### config.mk
export PLATFORM = sky130hd
export DESIGN_NAME = apb_mem_ctrl
export DESIGN_NICKNAME = d
export VERILOG_FILES = /design/src/rtl/apb_mem_ctrl.sv
export SDC_FILE = /design/constraint.sdc
export NUM_CORES = 1
export LEC_CHECK = 0
export CAP_MARGIN = 20
export CELL_PAD_IN_SITES_DETAIL_PLACEMENT = 1
export CELL_PAD_IN_SITES_GLOBAL_PLACEMENT = 1
export CORE_MARGIN = 5
export CORE_UTILIZATION = 35
export DETAILED_ROUTE_END_ITERATION = 16
export DONT_BUFFER_PORTS = 1
export PLACE_DENSITY = 0.63
export SYNTH_ARGS = -nofsm -noshare
export SYNTH_HDL_FRONTEND = slang
export SYNTH_SLANG_ARGS = --single-unit
### constraint.sdc
create_clock -name pclk -period 2 [get_ports pclk]
set_input_delay 0.4 -clock pclk [delete_from_list [all_inputs] [get_ports pclk]]
set_output_delay 0.4 -clock pclk [all_outputs]
set_load 0.05 [all_outputs]
### src/rtl/apb_mem_ctrl.sv
// apb_mem_ctrl: APB3 slave front-end for the 16x8 byte memory macro.
// Sequences single-cycle write/read strobes to the macro, inserting one wait
// state per transfer to absorb the macro's registered read latency.
// Optional build macro: APB_MEM_ADDR_CHECK_EN -- when defined, addresses at or
// above MEM_DEPTH complete with PSLVERR and never touch the memory; otherwise
// addresses alias modulo 16 and PSLVERR is tied low.
module apb_mem_ctrl #(
   parameter int unsigned ADDR_W    = 8,
   parameter int unsigned MEM_DEPTH = 16,
   parameter int unsigned DATA_W    = 8
) (
   input  logic              pclk,
   input  logic              rst_n,
   input  logic              psel,
   input  logic              penable,
   input  logic              pwrite,
   input  logic [ADDR_W-1:0] paddr,
   input  logic [DATA_W-1:0] pwdata,
   output logic [DATA_W-1:0] prdata,
   output logic              pready,
   output logic              pslverr,
   output logic [3:0]        mem_addr,
   output logic              mem_wen,
   output logic              mem_ren,
   output logic [DATA_W-1:0] mem_wdata,
   input  logic [DATA_W-1:0] mem_rdata
);

   localparam int unsigned MEM_AW = 4;

   typedef enum logic [2:0] {
      IDLE    = 3'd0,
      WR      = 3'd1,
      WR_DONE = 3'd2,
      RD      = 3'd3,
      RD_DONE = 3'd4,
      ERR     = 3'd5
   } state_t;

   state_t              state_q, state_d;
   logic [MEM_AW-1:0]   addr_q,  addr_d;
   logic [DATA_W-1:0]   wdata_q, wdata_d;
   logic                write_q, write_d;
   logic                wen_q,   wen_d;
   logic                ren_q,   ren_d;
   logic                pready_q, pready_d;
   logic                pslverr_q, pslverr_d;
   logic                out_range_c;
   logic                err_sel_c;

   // Setup-phase address lies beyond the populated memory
   assign out_range_c = (paddr >= ADDR_W'(MEM_DEPTH));

`ifdef APB_MEM_ADDR_CHECK_EN
   // Out-of-range setups are steered to the error response
   assign err_sel_c = out_range_c;
`else
   // No range check: upper address bits alias, error state is unreachable
   logic unused_addr_bits;
   assign err_sel_c        = 1'b0;
   assign unused_addr_bits = ^{paddr[ADDR_W-1:MEM_AW], out_range_c};
`endif

   // Captured direction is informational only; sequencing uses the state
   logic unused_write;
   assign unused_write = write_q;

   // Next-state, capture and registered-output decode
   always_comb begin
      state_d   = state_q;
      addr_d    = addr_q;
      wdata_d   = wdata_q;
      write_d   = write_q;
      wen_d     = 1'b0;
      ren_d     = 1'b0;
      pready_d  = 1'b0;
      pslverr_d = 1'b0;

      case (state_q)
         IDLE: begin
            if (psel && !penable) begin
               addr_d  = paddr[MEM_AW-1:0];
               wdata_d = pwdata;
               write_d = pwrite;
               if (err_sel_c)   state_d = ERR;
               else if (pwrite) state_d = WR;
               else             state_d = RD;
            end
         end
         WR:      state_d = WR_DONE;
         WR_DONE: state_d = IDLE;
         RD:      state_d = RD_DONE;
         RD_DONE: state_d = IDLE;
         ERR:     state_d = IDLE;
         default: state_d = IDLE;
      endcase

      wen_d    = (state_d == WR);
      ren_d    = (state_d == RD);
      pready_d = (state_d == WR_DONE) || (state_d == RD_DONE) || (state_d == ERR);
`ifdef APB_MEM_ADDR_CHECK_EN
      pslverr_d = (state_d == ERR);
`else
      pslverr_d = 1'b0;
`endif
   end

   // State, captures and output flops with synchronous reset
   always_ff @(posedge pclk) begin
      if (!rst_n) begin
         state_q   <= IDLE;
         addr_q    <= '0;
         wdata_q   <= '0;
         write_q   <= 1'b0;
         wen_q     <= 1'b0;
         ren_q     <= 1'b0;
         pready_q  <= 1'b0;
         pslverr_q <= 1'b0;
      end else begin
         state_q   <= state_d;
         addr_q    <= addr_d;
         wdata_q   <= wdata_d;
         write_q   <= write_d;
         wen_q     <= wen_d;
         ren_q     <= ren_d;
         pready_q  <= pready_d;
         pslverr_q <= pslverr_d;
      end
   end

   assign mem_addr  = addr_q;
   assign mem_wdata = wdata_q;
   assign mem_wen   = wen_q;
   assign mem_ren   = ren_q;
   assign pready    = pready_q;
   assign pslverr   = pslverr_q;

   // Macro data is valid only in the cycle after RD; gate it to zero elsewhere
   assign prdata = (state_q == RD_DONE) ? mem_rdata : '0;

endmodule

After elaboration in Yosys (flattened, before gate mapping)
Cells that the tools add are included.

Register bits after elaboration: 18. Word-level logic and storage cells: 24. Output and inout port bits: 24.

Reductions and logical operators: 6. Eq/ne operators: 8. Muxes and demuxes: 4.

Operators by type and width (count): == test 3 x 2 -> 1 bit, second input constant (3); == test 3 bit, second input constant (3); one-hot mux 3 bit (3 select lines) (1); 2-to-1 mux 8 bit (1); == test 3 x 1 -> 1 bit, second input constant (2); logical NOT 3 bit (1); 2-to-1 mux 3 bit (1); logical OR 1 bit (2); 2-to-1 mux 2 bit (1); AND reduction 2 bit (1); logical AND 1 bit (1); logical NOT 1 bit (1).

Longest topological paths before layout
Depth after elaboration: 7. Mapped depth: 5. Gate-level depth less buffers: 3.

Least setup slack after synthesis
OpenSTA, ideal clock, no wires.

Path type: reg2out. Start: reg state_q[1]. End: out prdata[0]. Required time: 1600 ps. Data arrival time: 1204 ps. Stages on the path, launching flop included: 3. Slack: 396 ps. Cell sequence: dfxtp_1 > nor3b_1 > and2_1.

Longest elaborated chain between the ends: 2.

Ends and longest elaborated chain: start, declared (RTL line 40) `state_t state_q, state_d;`; start signal, assigned (RTL line 120) `state_q <= state_d;`; == test 3 bit (RTL line 139) `assign prdata = (state_q == RD_DONE) ? mem_rdata : '0;`; 2-to-1 mux 8 bit (RTL line 139); end, declared (RTL line 19) `output logic [DATA_W-1:0] prdata,`.

No other way between the ends.

Worst setup path in the final report
Start: reg state_q[0]. End: out prdata[5].

The elaborated chain is that of the path after synthesis.

==> impl_metrics.ini <==
[critical_path]
timing.critical_path.buf_inv = 1
rrSetupSlack_ns = 0.73
cpLargestDelayFamily = simple AND/OR/NAND/NOR gates
critPathMaxStageDelay_ns = 0.37
required_ns = 1.60
end_kind = output port
crit_slowest_cell = dfxtp_1
crit_path_cell_trace = nor3b_2 -> and2_1 -> buf_4
arrival_ns = 1.39
timing.rr.end = mem_addr[0]$_SDFFE_PN0P_
startpoint = state_q[0]$_SDFF_PN0_
rr_startpoint = state_q[1]$_SDFF_PN0_
reg2reg_depth = 4
cp_max_fo = 8
path_class = reg -> out
cp-start-kind = flop

[timing]
period_minus_slack_ns = 1.790
relSlewSlack_pct = 65.17
setup_tns_ns = 0
period_share_pct = 89.52
setup_ws_ns = 0.2097
tightest_slew_ns = 0.5217
finalHoldViolCount = 0
clock_skew_ns = 0.008377
setup_viol = 0
rsz0062_at_grt = no
finalMaxSlewViolations = 0
fmax_mhz = 558.6

[route]
drtIter0Drc = 7
first_pass_iters = 4
via_per_inst = 4.795
wirelength_mm = 1.612
drc = 0
vias = 561
drtAntennaViolNets = 0
wl_per_cell_um = 13.78

[floorplan]
fp.dieW_um = 56.74
start_util_pct = 35.59
io-pin-count = 53
die_h_um = 56.74
coreArea_um2 = 2148
dieArea_um2 = 3219
rows = 17

[power]
max-vdd-ir-drop_mv = 0.3373
leakagePower_nw = 0.3749
powerDensity_nw_per_um2 = 812.8

[placement]
place_congestion = 0.6642
preCtsSetupSlack_ns = 0.2938
placed_cell_area_um2 = 823.3
dp_hpwl_mm = 1.277
io_buffers = 0

[global_routing]
grt_antenna_before_repair = 0
grt_pass1_vias = 622
grt_max_degree = 28
track_usage_pct = 10.36
grt_overflow = 0
grt_pass1_wl_mm = 2.663

[final_layout]
fin_nets = 119
fin_util_pct = 40.24
layout_commonest_cell = nand2_1
layout_common_cells = 24 x nand2_1, 18 x dfxtp_1, 12 x mux2i_1
n_antenna_cell = 0
fillerInstances = 263
final_area_um2 = 864.6
synthToLayoutAreaGrowth_pct = 13.09
drive_gt1_share_pct = 17.98

[clocking]
clockBufferDepth = 2
clkSlewWorstSetupHoldPaths_ns = 0.11
tritoncts = built
holdBufCountCts = 0
cts_sinks = 18
cts.htree.levels = 1
cts_buffers = 3
postCtsSetupBuffers = 0
clk_latency_ns = 0.29
cts_root_buf = clkbuf_4

[min_path]
worstHoldPathCells = 1
hp-class = in -> reg
hp-start = rst_n
min_to = state_q[0]$_SDFF_PN0_

[run_status]
status = complete, no violations

[logic_synthesis]
syn_nets = 110
synth_cells = 81
ys_ff_latch = 18
avgSynthCellArea_um2 = 9.438
yosysSeqAreaShare_pct = 47.14
synth_area_um2 = 764.5
synth-warning-count = 0
ys_types = 17

[job]
maxCapViolCount = 0
==> worst register-to-register path, stage by stage, from the launching register on <==
cell     delay [ns]
dfxtp_1        0.36
nor4b_2        0.30
and2b_1        0.18
buf_4          0.19
mux2i_1        0.19
==> power by group <==
| part | internal [mW] | leakage, nW | total, mW | switching, mW |
|---|---|---|---|---|
| Combinational | 0.0231 | 0.207 | 0.0481 | 0.0249 |
| Clock | 0.111 | 0.0210 | 0.220 | 0.109 |
| Sequential | 0.374 | 0.147 | 0.435 | 0.0602 |
==> logic make-up after synthesis <==
kind of cell  count (synthesis)  share of synthesized area [%]
flops                        18                          47.14
other cells                   1                         0.4905
buf+inv                       6                          6.710
simple gates                 44                          29.95
mux                          12                          15.71
==> metrics by stage <==
| stage | hold slack, ns | power (mW) | std cells |
|---|---|---|---|
| after floorplan | 0.4562 | 0.4949 | 81 |
| after global placement | 0.4786 | 0.4896 | 113 |
| after detailed placement | 0.4968 | 0.4924 | 113 |
| after CTS | 0.2200 | 0.7152 | 117 |
| after global routing | 0.2235 | 0.7357 | 117 |
| final | 0.2272 | 0.7027 | 117 |
==> flip-flops by register name, summed over array words and instances (netlist names) <==
register   flops
mem_wen        1
pready         1
mem_wdata      8
mem_addr       4
state_q        3
mem_ren        1
==> Yosys cell counts, drive strengths merged <==
cell type / number / area (um^2)
nor2b: 1 / 6.260
buf: 4 / 43.79
and2b: 1 / 7.510
nor3b: 3 / 22.52
and2: 10 / 62.56
nor4b: 1 / 15.01
and3b: 1 / 8.760
nand2: 24 / 90.09
and3: 2 / 12.51
conb: 1 / 3.750
mux2i: 12 / 120.1
clkbuf: 2 / 7.510
dfxtp: 18 / 360.4
nor2: 1 / 3.750
==> what timing repair did <==
action	in CTS	in global routing
gates resized for setup	1	0
endpoints found under the hold margin	0	0
endpoints found under the setup margin	8	0
==> worst max path at each step <==
stage                 to  slack, ns  depth (start not counted)
6_report       prdata[5]       0.21                          3
5_1_grt        prdata[5]       0.04                          3
4_1_cts        prdata[5]       0.18                          3
3_5_place_dp   prdata[5]       0.29                          3
3_3_place_gp   prdata[2]       0.39                          3
2_1_floorplan  prdata[0]       0.40                          2
==> area by class of cell <==
class | instances | area (um^2) | share of cell area [%]
sequential | 18 | 360.3 | 41.68
timing repair buffer | 10 | 75.07 | 8.683
tap | 28 | 35.03 | 4.052
multi-input combinational | 57 | 357.8 | 41.39
clock buffer | 4 | 36.28 | 4.197
==> metal layers <==
metal,share of wire [%],track usage (%),routed length (um),vias up
met2,52,18.81,836,31
met1,37,10.34,600,256
li1,-,-,-,272
met4,0.81,3.974,13,0
met3,10,4.368,162,2
met5,0,0,0,-
Power figures use the tool's default switching activity.
